File: config.mk
export PLATFORM = sky130hd
export DESIGN_NAME = iomem_arbiter
export DESIGN_NICKNAME = d
export VERILOG_FILES = /design/src/rtl/iomem_arbiter.sv
export SDC_FILE = /design/constraint.sdc
export NUM_CORES = 1
export LEC_CHECK = 0
export BUFFER_PORTS_ARGS = -buffer_cell sky130_fd_sc_hd__clkbuf_2
export CORE_MARGIN = 3
export CORE_UTILIZATION = 40
export CTS_CLUSTER_DIAMETER = 100
export CTS_CLUSTER_SIZE = 10
export DETAILED_ROUTE_END_ITERATION = 8
export PLACE_DENSITY = 0.76
export SLEW_MARGIN = 15
export SYNTH_ARGS = -nofsm -noshare
export SYNTH_HDL_FRONTEND = slang
export SYNTH_SLANG_ARGS = --single-unit
File: constraint.sdc
create_clock -name clk -period 3.3 [get_ports clk]
set_clock_uncertainty 0.1 [all_clocks]
set_input_delay 0.99 -clock clk [delete_from_list [all_inputs] [get_ports clk]]
set_output_delay 0.99 -clock clk [all_outputs]
set_load 0.005 [all_outputs]
File: src/rtl/iomem_arbiter.sv
// iomem region decoder/sequencer: claims addr[31:24]==REGION accesses, routes them to one
// of NSLAVES slave ports and returns ready/rdata, with a timeout watchdog for dead slaves.
module iomem_arbiter #(
    parameter int          NSLAVES  = 4,
    parameter logic [7:0]  REGION   = 8'h03,
    parameter int          TIMEOUT  = 255,
    parameter logic [31:0] ERR_DATA = 32'hDEAD_BEEF
) (
    input  logic                   clk,
    input  logic                   resetn,
    input  logic                   m_valid,
    output logic                   m_ready,
    input  logic [3:0]             m_wstrb,
    input  logic [31:0]            m_addr,
    input  logic [31:0]            m_wdata,
    output logic [31:0]            m_rdata,
    output logic [NSLAVES-1:0]     s_valid,
    output logic [3:0]             s_wstrb,
    output logic [31:0]            s_addr,
    output logic [31:0]            s_wdata,
    input  logic [NSLAVES-1:0]     s_ready,
    input  logic [32*NSLAVES-1:0]  s_rdata,
    output logic                   err_irq,
    output logic [31:0]            err_addr,
    output logic [7:0]             err_count
);

    typedef enum logic [1:0] {
        IDLE   = 2'd0,
        ACCESS = 2'd1,
        RESP   = 2'd2
    } state_t;

    localparam logic [31:0] TIMEOUT_LAST = 32'(TIMEOUT) - 32'd1;

    state_t               state_q, state_d;
    logic                 m_ready_q, m_ready_d;
    logic [31:0]          m_rdata_q, m_rdata_d;
    logic [NSLAVES-1:0]   s_valid_q, s_valid_d;
    logic [3:0]           s_wstrb_q, s_wstrb_d;
    logic [31:0]          s_addr_q, s_addr_d;
    logic [31:0]          s_wdata_q, s_wdata_d;
    logic [3:0]           idx_q, idx_d;
    logic [31:0]          cnt_q, cnt_d;
    logic                 err_irq_q, err_irq_d;
    logic [31:0]          err_addr_q, err_addr_d;
    logic [7:0]           err_count_q, err_count_d;

    logic                 idx_ok_s;
    logic [NSLAVES-1:0]   onehot_s;
    logic                 sel_ready_s;
    logic [31:0]          sel_rdata_s;
    logic                 error_s;

    // Decode the incoming index and mux the currently selected slave's response.
    always_comb begin
        idx_ok_s    = ({1'b0, m_addr[19:16]} < 5'(NSLAVES));
        onehot_s    = '0;
        sel_ready_s = 1'b0;
        sel_rdata_s = 32'd0;
        for (int i = 0; i < NSLAVES; i++) begin
            onehot_s[i] = (m_addr[19:16] == 4'(i));
            if (idx_q == 4'(i)) begin
                sel_ready_s = s_ready[i];
                sel_rdata_s = s_rdata[32*i +: 32];
            end else begin
                sel_ready_s = sel_ready_s;
            end
        end
    end

    // Next-state and output computation for the access sequencer.
    always_comb begin
        state_d     = state_q;
        m_ready_d   = 1'b0;
        m_rdata_d   = m_rdata_q;
        s_valid_d   = s_valid_q;
        s_wstrb_d   = s_wstrb_q;
        s_addr_d    = s_addr_q;
        s_wdata_d   = s_wdata_q;
        idx_d       = idx_q;
        cnt_d       = cnt_q;
        err_irq_d   = 1'b0;
        err_addr_d  = err_addr_q;
        err_count_d = err_count_q;
        error_s     = 1'b0;

        case (state_q)
            IDLE: begin
                cnt_d = 32'd0;
                if (m_valid && !m_ready_q && (m_addr[31:24] == REGION)) begin
                    s_addr_d  = m_addr;
                    s_wstrb_d = m_wstrb;
                    s_wdata_d = m_wdata;
                    idx_d     = m_addr[19:16];
                    if (idx_ok_s) begin
                        s_valid_d = onehot_s;
                        state_d   = ACCESS;
                    end else begin
                        error_s    = 1'b1;
                        err_addr_d = m_addr;
                        state_d    = RESP;
                    end
                end else begin
                    state_d = IDLE;
                end
            end
            ACCESS: begin
                // A ready arriving on the expiry cycle still counts as normal completion.
                if (sel_ready_s) begin
                    m_rdata_d = sel_rdata_s;
                    m_ready_d = 1'b1;
                    s_valid_d = '0;
                    state_d   = RESP;
                end else if ((TIMEOUT != 0) && (cnt_q == TIMEOUT_LAST)) begin
                    s_valid_d  = '0;
                    error_s    = 1'b1;
                    err_addr_d = s_addr_q;
                    state_d    = RESP;
                end else begin
                    cnt_d = cnt_q + 32'd1;
                end
            end
            RESP: begin
                cnt_d   = 32'd0;
                state_d = IDLE;
            end
            default: begin
                s_valid_d = '0;
                cnt_d     = 32'd0;
                state_d   = IDLE;
            end
        endcase

        if (error_s) begin
            m_rdata_d   = ERR_DATA;
            m_ready_d   = 1'b1;
            err_irq_d   = 1'b1;
            err_count_d = (err_count_q == 8'hFF) ? 8'hFF : (err_count_q + 8'd1);
        end else begin
            err_count_d = err_count_q;
        end
    end

    // State and output registers with synchronous active-low reset.
    always_ff @(posedge clk) begin
        if (!resetn) begin
            state_q     <= IDLE;
            m_ready_q   <= 1'b0;
            m_rdata_q   <= 32'd0;
            s_valid_q   <= '0;
            s_wstrb_q   <= 4'd0;
            s_addr_q    <= 32'd0;
            s_wdata_q   <= 32'd0;
            idx_q       <= 4'd0;
            cnt_q       <= 32'd0;
            err_irq_q   <= 1'b0;
            err_addr_q  <= 32'd0;
            err_count_q <= 8'd0;
        end else begin
            state_q     <= state_d;
            m_ready_q   <= m_ready_d;
            m_rdata_q   <= m_rdata_d;
            s_valid_q   <= s_valid_d;
            s_wstrb_q   <= s_wstrb_d;
            s_addr_q    <= s_addr_d;
            s_wdata_q   <= s_wdata_d;
            idx_q       <= idx_d;
            cnt_q       <= cnt_d;
            err_irq_q   <= err_irq_d;
            err_addr_q  <= err_addr_d;
            err_count_q <= err_count_d;
        end
    end

    assign m_ready   = m_ready_q;
    assign m_rdata   = m_rdata_q;
    assign s_valid   = s_valid_q;
    assign s_wstrb   = s_wstrb_q;
    assign s_addr    = s_addr_q;
    assign s_wdata   = s_wdata_q;
    assign err_irq   = err_irq_q;
    assign err_addr  = err_addr_q;
    assign err_count = err_count_q;

endmodule

---- Yosys cells after proc, flatten, opt, wreduce, memory -nomap -nowiden ----
Index checks and enable logic that the tools add are counted.
cells by class
  multipliers ............................. 0
  shift-type cells ........................ 0
  divide/modulo/power cells ............... 0
  eq/ne operators ......................... 17
  bitwise gates (word level) .............. 4
  multiplexer cells ....................... 36
  reduce and logical (&&, ||, !) cells .... 17
  add/subtract/negate cells ............... 2
  magnitude comparators ................... 1
operators by type and width
  operator                                                                count
  32-bit 2-to-1 mux                                                       11
  32-bit one-hot mux with 2 select lines                                  1
  32-bit by 1-bit adder with 32-bit output, second input constant         1
  32-bit by 8-bit equality test with 1-bit output, second input constant  1
  4-bit by 2-bit equality test with 1-bit output, second input constant   4
  4-bit 2-to-1 mux                                                        4
  1-bit 2-to-1 mux                                                        12
  4-bit one-hot mux with 3 select lines                                   1
  2-bit inequality test, second input constant                            5
  2-bit AND reduction                                                     5
  8-bit by 1-bit adder with 8-bit output, second input constant           1
  4-bit by 1-bit equality test with 1-bit output, second input constant   2
  8-bit by 2-bit equality test with 1-bit output, second input constant   1
  8-bit equality test, second input constant                              1
  4-bit logical NOT                                                       2
  2-bit 2-to-1 mux                                                        4
  8-bit 2-to-1 mux                                                        1
  2-bit nonzero test                                                      3
  5-bit AND reduction                                                     1
  4-bit by 3-bit < comparator with 1-bit output, second input constant    1
  1-bit inverter                                                          4
  2-bit one-hot mux with 2 select lines                                   1
  4-bit AND reduction                                                     1
  3-bit inequality test, second input constant                            1
  other kinds (7)                                                         8
storage, ports and cells
  ROM bits ................................ 0
  flip-flop bits (word level) ............. 184
  output and inout port bits .............. 146
  logic and storage cells ................. 90
  memory bits (writable) .................. 0
  memories kept ........................... 0
  latch bits .............................. 0

---- Logic depth before layout (Yosys ltp) ----
Gate-level depths: netlist of run 1.
  depth after elaboration ................. 9
  depth in mapped cells ................... 9
  gate-level depth less buffers ........... 7

---- Worst setup path before layout of run 1 ----
OpenSTA, ideal clock, no wires.
  kind .................................... input to register
  start point ............................. input s_ready[3]
  end point ............................... register err_addr_q[14] (netlist: err_addr[14])
  arrival time ............................ 2.690 ns
  setup slack ............................. 0.394 ns
  cell stages on the path ................. 6
  path through ............................ mux4_2 and2_1 o41ai_4 clkbuf_1 nand3_1 o211a_1
on the way
  word-level cells in the longest chain between the ends .. 3
ends and longest elaborated chain
  item                                    line  RTL
  start: declaration                      21    input logic [NSLAVES-1:0] s_ready,
  1-bit 2-to-1 mux                        63    if (idx_q == 4'(i)) begin
  2-bit inequality test (no source line)  n/a
  5-bit AND reduction (no source line)    n/a
  end signal: assignment                  171   err_addr_q <= err_addr_d;
  end: declaration                        46    logic [31:0] err_addr_q, err_addr_d;
No other way between the ends.
A chain may end at the register's enable or synchronous reset.

---- Final worst setup path of run 1 ----
  start point ............................. input s_ready[3]
  end point ............................... register err_addr_q[3] (netlist: err_addr[3])
Same word-level chain as after synthesis.

==> metrics.txt, run 1 <==
status=complete, no violations; peak supply drop=0.000312 V; critical path fanouts, max=23; Die X=149 um; Crit. End Element=flip-flop; num rows=51; CTS H-tree depth=4; CP required=3.53 ns; All-Layer GR Usage=23.4%; setup violators final=0; Mapped Area=0.00820 sq mm; core area=0.0198 sq mm; largest net degree at the start of global routing=48; initial antenna violation count=2; gr ovfl total=0; Detailed Route Iter0 Violations=397; drt drc=0; f_max=0.364 GHz; Fin. Hold Viols=0; Die Span Y=149 um; Post-Syn Instances=976; async set-reset flop share out of synthesis=0%; Final HPWL DP=20100 um; power density over the cells=410 mW/mm^2; Inst Count DP=1539; Non-Filler Instances=1573; Yosys reg bits=180; CTS Sinks=180; CTS clk-pin slew, worst paths=0.08 ns; vias per cell=5.48; vias in the first global route=8081; total wire length=26900 um; CTS root buf=clkbuf_16; clock buffer depth=2; crit path time final=2.75 ns; port bufs=348; routed len/inst=17.1 um; Resized cells post-CTS=0; Nets=1499; crit path DAT=2.97 ns; syn_area_per_cell=8.40 sq um; CP peak stage delay=0.53 ns; CP Class=input port to flip-flop; critical path cell sequence=clkbuf_2, mux4_2, and2_1, o41ai_4, buf_4, buf_12, nand3_1, o211a_1; hold_buf cts=0; EDFF count, synth=0; Starting Density=41.4%; Clock Latency Late Sink=0.43 ns; CP Launch Type=input port; cell accounting for the most synthesized area=dfxtp_1; die footprint=0.0222 sq mm; register area share after synthesis=44.0%; Slew headroom=53.5%; RSZ-0062 raised after global routing=no; share of layout cells above drive strength 1=34.8%; max-slew violation count=0; final worst-path cycle share=83.2%; MaxCap Viol Count=0; hold depth=2; CTS buffer count=17; min-delay worst type=flip-flop to flip-flop; top post-synthesis cells by area=dfxtp_1 (44%), nand2_1 (11%), mux4_2 (9.1%); Antenna Nets Post-Route=0; CTS tree=yes; Vias=8622; Distinct cells, synth=45; post-route setup TNS=0 ns; worst hold slack=0.350 ns; total leakage power=4.89 nW; area grow syn2layout=32.4%; CP max-delay cell=mux4_2; worst-margin pin slew=0.697 ns; postcts setup bufs=0; Reg2Reg Depth=7; Synth Flop Type=dfxtp_1; Final GP Congestion=0.891; warnings from Yosys=0; first-pass GRT wire length=41700 um; Synth top area share=44.0%; syn nets=1182; io pins=349; total iterations of the first detailed-routing run=5
cells by family after synthesis:
logic type | count (synthesis) | share of synthesized area, %
AND/OR/NAND/NOR | 456 | 24.8
adder cells (fa/ha/maj) | 3 | 0.458
buffers and inverters | 92 | 4.38
flip-flops | 180 | 44.0
XOR/XNOR | 1 | 0.107
multiplexers | 35 | 9.31
AO/OA/AOI/OAI | 209 | 16.9
metrics by stage:
| stage | util (%) | cell area [sq um] | power, W | worst slack [ns] |
|---|---|---|---|---|
| 2_1_floorplan | - | 8200 | 0.00231 | 0.394 |
| 3_3_place_gp | 51.7 | 10200 | 0.00247 | 0.155 |
| 3_5_place_dp | 51.7 | 10200 | 0.00247 | 0.103 |
| 4_1_cts | 54.8 | 10800 | 0.00450 | 0.560 |
| 5_1_grt | 54.8 | 10800 | 0.00462 | 0.479 |
| 6_report | 54.8 | 10800 | 0.00445 | 0.553 |
cells in the final DEF, fill, tap and decap left out, types with 5 or more instances in the layout:
cell | synthesis | layout
a21oi_1 | 102 | 102
buf_4 | 2 | 25
dfxtp_1 | 180 | 179
nand4_1 | 15 | 15
o31ai_1 | 11 | 11
or4_1 | 12 | 12
clkinv_8 | 0 | 5
and3_1 | 11 | 10
clkbuf_16 | 0 | 17
nor2_1 | 70 | 69
nand2_1 | 241 | 241
inv_1 | 14 | 13
mux4_2 | 33 | 33
or3_1 | 15 | 15
nor3_1 | 6 | 6
nor4_1 | 8 | 8
a311oi_1 | 5 | 5
nand3_1 | 59 | 57
clkbuf_2 | 0 | 348
o211a_1 | 32 | 32
a211oi_1 | 25 | 25
o21ai_0 | 16 | 16
and4_1 | 6 | 6
area by class of cell:
class,instances,area (sq um)
clock inverter,15,180
sequential,180,3600
antenna,2,5.00
inverter,14,53.8
timing repair buffer,376,1990
multi-input combinational,704,4260
fill,1822,8930
clock buffer,17,425
tap,265,332
critical path: cells and delay by family:
| family | cells | cell delay, ns |
|---|---|---|
| multiplexers | 1 | 0.53 |
| AND/OR/NAND/NOR | 2 | 0.32 |
| AO/OA/AOI/OAI | 2 | 0.60 |
| buffers and inverters | 3 | 0.53 |
Yosys cell counts, types with 15 or more instances:
| library cell | count |
|---|---|
| mux4_2 | 33 |
| nor2_1 | 70 |
| o211a_1 | 32 |
| o21ai_0 | 16 |
| nand3_1 | 59 |
| nand2_1 | 241 |
| or3_1 | 15 |
| a211oi_1 | 25 |
| dfxtp_1 | 180 |
| a21oi_1 | 102 |
| clkbuf_1 | 67 |
| nand4_1 | 15 |
power by group:
part           total (W)  internal [W]  leakage (nW)  switching, W
Sequential       0.00217       0.00217          1.45    0.00000152
Clock            0.00203       0.00103         0.289       0.00101
Combinational   0.000247      0.000134          3.15      0.000113
routing by layer:
metal  share of wire, %  up-vias  GRT usage (%)
li1                   -     4128              -
met1                 38     4060           27.6
met2                 50      381           40.2
met3                8.3       53           6.32
met4                3.2        0           9.89
met5                  0        -              0
sequential cells by signal (all words and copies together), names as in the netlist:
signal and cells:
err_irq 1, m_ready 1, err_count 8, s_wdata 32
cnt_q 32, m_rdata 32, err_addr 32, state_q 2
s_wstrb 4, s_valid 4, s_addr 32
path summary, 6_finish.rpt:
path,from,endpoint,slack (ns)
worst max register to register,cnt_q[13],err_addr[3],0.64
worst min-delay path,s_wdata[31],s_wdata[31],0.35
worst min register to register,s_wdata[31],s_wdata[31],0.35
worst max-delay path,s_ready[3],err_addr[3],0.55
Note: power is estimated with default switching activity, not from simulation.
==> run 2, diff against run 1 <==
==> constraint.sdc (replaced) <==
create_clock -name clk -period 2.74 [get_ports clk]
set_clock_uncertainty 0.1 [all_clocks]
set_input_delay 0.822 -clock clk [delete_from_list [all_inputs] [get_ports clk]]
set_output_delay 0.822 -clock clk [all_outputs]
set_load 0.005 [all_outputs]
==> run 2 against run 1 <==
Against the previous run:
- combinational power rose by 20%
- via count fell by 0.92%
- wire length rose by 0.54%
==> metrics.txt, run 2 (synthesized netlist as in run 1, its figures left out) <==
status=complete, no violations; port bufs=348; crit path DAT=2.74 ns; Fin. Hold Viols=0; CTS clk-pin slew, worst paths=0.07 ns; CP peak stage delay=0.53 ns; Die Span Y=149 um; power density over the cells=491 mW/mm^2; post-route setup TNS=0 ns; gr ovfl total=0; MaxCap Viol Count=0; Non-Filler Instances=1586; Detailed Route Iter0 Violations=464; Clock Latency Late Sink=0.44 ns; drt drc=0; Place WS=-0.212 ns; Antenna Nets Post-Route=0; CTS tree=yes; CTS buffer count=17; critical path fanouts, max=17; num rows=51; CP Class=input port to flip-flop; final core occ=55.7%; Vias=8543; placed instance area=0.0104 sq mm; CTS root buf=clkbuf_16; Starting Density=41.4%; # fillers=1830; Crit. End Element=flip-flop; worst-margin pin slew=0.655 ns; total iterations of the first detailed-routing run=5; CP max-delay cell=mux4_2; critical path cell sequence=clkbuf_2, mux4_2, and2_1, o41ai_4, buf_4, buf_12, nand3_1, o211a_1; share of layout cells above drive strength 1=35.5%; io pins=349; CTS H-tree depth=4; most common cell after layout, fill and taps aside=clkbuf_2; Inst Count DP=1552; max-slew violation count=0; peak supply drop=0.000428 V; CP required=2.97 ns; Final GP Congestion=0.895; Slew headroom=56.3%; postcts setup bufs=0; final worst-path cycle share=91.3%; clock buffer depth=2; Reg2Reg Depth=7; CTS Sinks=180; first-pass GRT wire length=42000 um; commonest non-fill, non-tap cells in the layout=clkbuf_2 (348), nand2_1 (241), dfxtp_1 (179), a21oi_1 (102), nor2_1 (69); vias in the first global route=8052; Resized cells post-CTS=0; f_max=0.400 GHz; All-Layer GR Usage=23.6%; Nets=1512; total leakage power=4.99 nW; initial antenna violation count=2; crit path time final=2.50 ns; die footprint=0.0222 sq mm; fin area=0.0110 sq mm; Die X=149 um; hold_buf cts=0; hold depth=2; vias per cell=5.39; area grow syn2layout=34.4%; setup violators final=0; CP Launch Type=input port; worst setup margin=0.238 ns; Final HPWL DP=20300 um; largest net degree at the start of global routing=57; RSZ-0062 raised after global routing=no; total wire length=27000 um; routed len/inst=17.1 um; min-delay worst type=flip-flop to flip-flop; core area=0.0198 sq mm
## run 2: routing by layer
| layer | global-route usage (%) | routed length, um |
|---|---|---|
| met1 | 27.7 | 10600 |
| met2 | 40.5 | 13400 |
| met3 | 6.93 | 2200 |
| met4 | 9.57 | 872 |
| met5 | 0 | 0 |
## run 2: path summary, 6_finish.rpt
path	from	end	slack [ns]
max reg2reg	s_addr[16]	err_addr[28]	0.32
max	s_ready[3]	err_addr[28]	0.24
min reg2reg	s_wdata[4]	s_wdata[4]	0.35
min	s_wdata[4]	s_wdata[4]	0.35
## run 2: layout make-up
class	count	area, sq um	area share (%)
well taps	265	332	3.01
clock buffers	17	425	3.86
flip-flops and latches	180	3600	32.7
multi-input cells	704	4260	38.7
inverters	14	53.8	0.489
diodes	2	5.00	0.0454
clock inverters	15	186	1.69
repair buffers	389	2150	19.5
## run 2: stage by stage
stage	total power, W	hold slack (ns)
finish	0.00541	0.352
global route	0.00557	0.367
floorplan	0.00279	0.348
global placement	0.00297	0.338
CTS	0.00546	0.356
detailed placement	0.00298	0.345
## run 2: power breakdown
group	internal, W	switching (W)
clock	0.00125	0.00124
sequential	0.00262	0.00000187
combinational	0.000162	0.000134
total	0.00403	0.00138
## run 2: critical path: cells and delay by family
kind,cells,cell delay [ns]
buffers and inverters,3,0.55
and+or+nand+nor,2,0.31
muxes,1,0.53
AOI/OAI and AO/OA,2,0.52
==> run 3, diff against run 2 <==
--- a/config.mk
+++ b/config.mk
@@ -12,6 +12,7 @@
 export CTS_CLUSTER_SIZE = 10
 export DETAILED_ROUTE_END_ITERATION = 8
 export PLACE_DENSITY = 0.76
+export RECOVER_POWER = 100
 export SLEW_MARGIN = 15
 export SYNTH_ARGS = -nofsm -noshare
 export SYNTH_HDL_FRONTEND = slang
==> run 3 against run 2 <==
Against the previous run:
- non-clock buffer count unchanged
- count of clock-buffer cells in the layout unchanged
- wire length increased by 0.20%
- sequential cell count unchanged
- critical path type is now flip-flop to primary output
- largest power group unchanged
==> metrics.txt, run 3 (synthesized netlist as in run 1, its figures left out) <==
CP Class=flip-flop to primary output; vias in the first global route=8052; setup violators final=0; fin area=0.0108 sq mm; Antenna Nets Post-Route=0; total wire length=27100 um; power density over the cells=500 mW/mm^2; Nets=1512; routed len/inst=17.1 um; CTS buffer count=17; CTS root buf=clkbuf_16; Fin. Hold Viols=0; # fillers=1892; Die X=149 um; min-delay worst type=flip-flop to flip-flop; vias per cell=5.40; crit path DAT=1.64 ns; Final HPWL DP=20300 um; CTS clk-pin slew, worst paths=0.07 ns; MaxCap Viol Count=0; Non-Filler Instances=1586; Clock Latency Late Sink=0.44 ns; crit path time final=2.56 ns; hold_buf cts=0; core area=0.0198 sq mm; placed instance area=0.0104 sq mm; CTS Sinks=180; port bufs=348; total leakage power=4.60 nW; Detailed Route Iter0 Violations=395; peak supply drop=0.000428 V; gr ovfl total=0; CTS H-tree depth=4; Resized cells post-CTS=0; total iterations of the first detailed-routing run=5; most common cell after layout, fill and taps aside=clkbuf_2; num rows=51; Power Total=0.00541 W; die footprint=0.0222 sq mm; io pins=349; Inst Count DP=1552; drt drc=0; largest net degree at the start of global routing=57; critical path fanouts, max=35; status=complete, no violations; initial antenna violation count=2; RSZ-0062 raised after global routing=no; Die Span Y=149 um; All-Layer GR Usage=23.6%; commonest non-fill, non-tap cells in the layout=clkbuf_2 (250), nand2_1 (241), dfxtp_1 (179), clkbuf_1 (109), a21oi_1 (102); Slew headroom=49.2%; Crit. End Element=primary output; CP Launch Type=flip-flop; postcts setup bufs=0; f_max=0.391 GHz; CTS tree=yes; worst-margin pin slew=0.762 ns; first-pass GRT wire length=42000 um; area grow syn2layout=32.1%; Final GP Congestion=0.895; clock buffer depth=2; final worst-path cycle share=93.5%; max-slew violation count=0; Vias=8563; Starting Density=41.4%; CP required=1.82 ns; share of layout cells above drive strength 1=27.1%
run 3: critical path, stage by stage, from the launching register on:
cell,delay [ns]
dfxtp_2,0.35
clkbuf_4,0.57
clkbuf_2,0.23
run 3: layout make-up:
type	instances	area [sq um]	share of cell area, %
diodes	2	5.00	0.0462
clock buffers	17	425	3.93
clock inverters	15	186	1.72
inverters	14	53.8	0.497
multi-input cells	704	4250	39.3
flip-flops and latches	180	3600	33.3
well taps	265	332	3.06
repair buffers	389	1970	18.2
run 3: path summary, 6_finish.rpt:
kind,startpoint,endpoint,slack [ns],depth (start not counted)
worst max-delay path,s_addr[16],s_addr[16],0.18,2
worst min register to register,s_wdata[4],s_wdata[4],0.35,2
worst max register to register,s_addr[16],err_addr[28],0.28,7
worst min-delay path,s_wdata[4],s_wdata[4],0.35,2
run 3: metal layers:
layer | wire length (um) | part of all wire (%) | vias up | global-route usage [%]
li1 | - | - | 4145 | -
met1 | 10600 | 39 | 3994 | 27.7
met2 | 13500 | 50 | 370 | 40.5
met3 | 2140 | 7.9 | 54 | 6.93
met4 | 825 | 3.0 | 0 | 9.57
met5 | 0 | 0 | - | 0
run 3: per-stage QoR:
step | setup TNS, ns | setup WS, ns | hold slack, ns | util [%]
4_1_cts | 0 | 0.195 | 0.356 | 55.6
5_1_grt | 0 | 0.0481 | 0.367 | 54.7
6_report | 0 | 0.179 | 0.353 | 54.7
3_3_place_gp | -6.38 | -0.132 | 0.338 | 52.6
2_1_floorplan | 0 | 0.00221 | 0.348 | -
3_5_place_dp | -10.70 | -0.212 | 0.345 | 52.6
run 3: power by group:
group | total, W | leakage [nW] | switching [W] | internal (W)
Combinational | 0.000294 | 2.85 | 0.000134 | 0.000160
Sequential | 0.00262 | 1.45 | 0.00000185 | 0.00262
Clock | 0.00250 | 0.298 | 0.00125 | 0.00125
Total | 0.00541 | 4.60 | 0.00138 | 0.00403
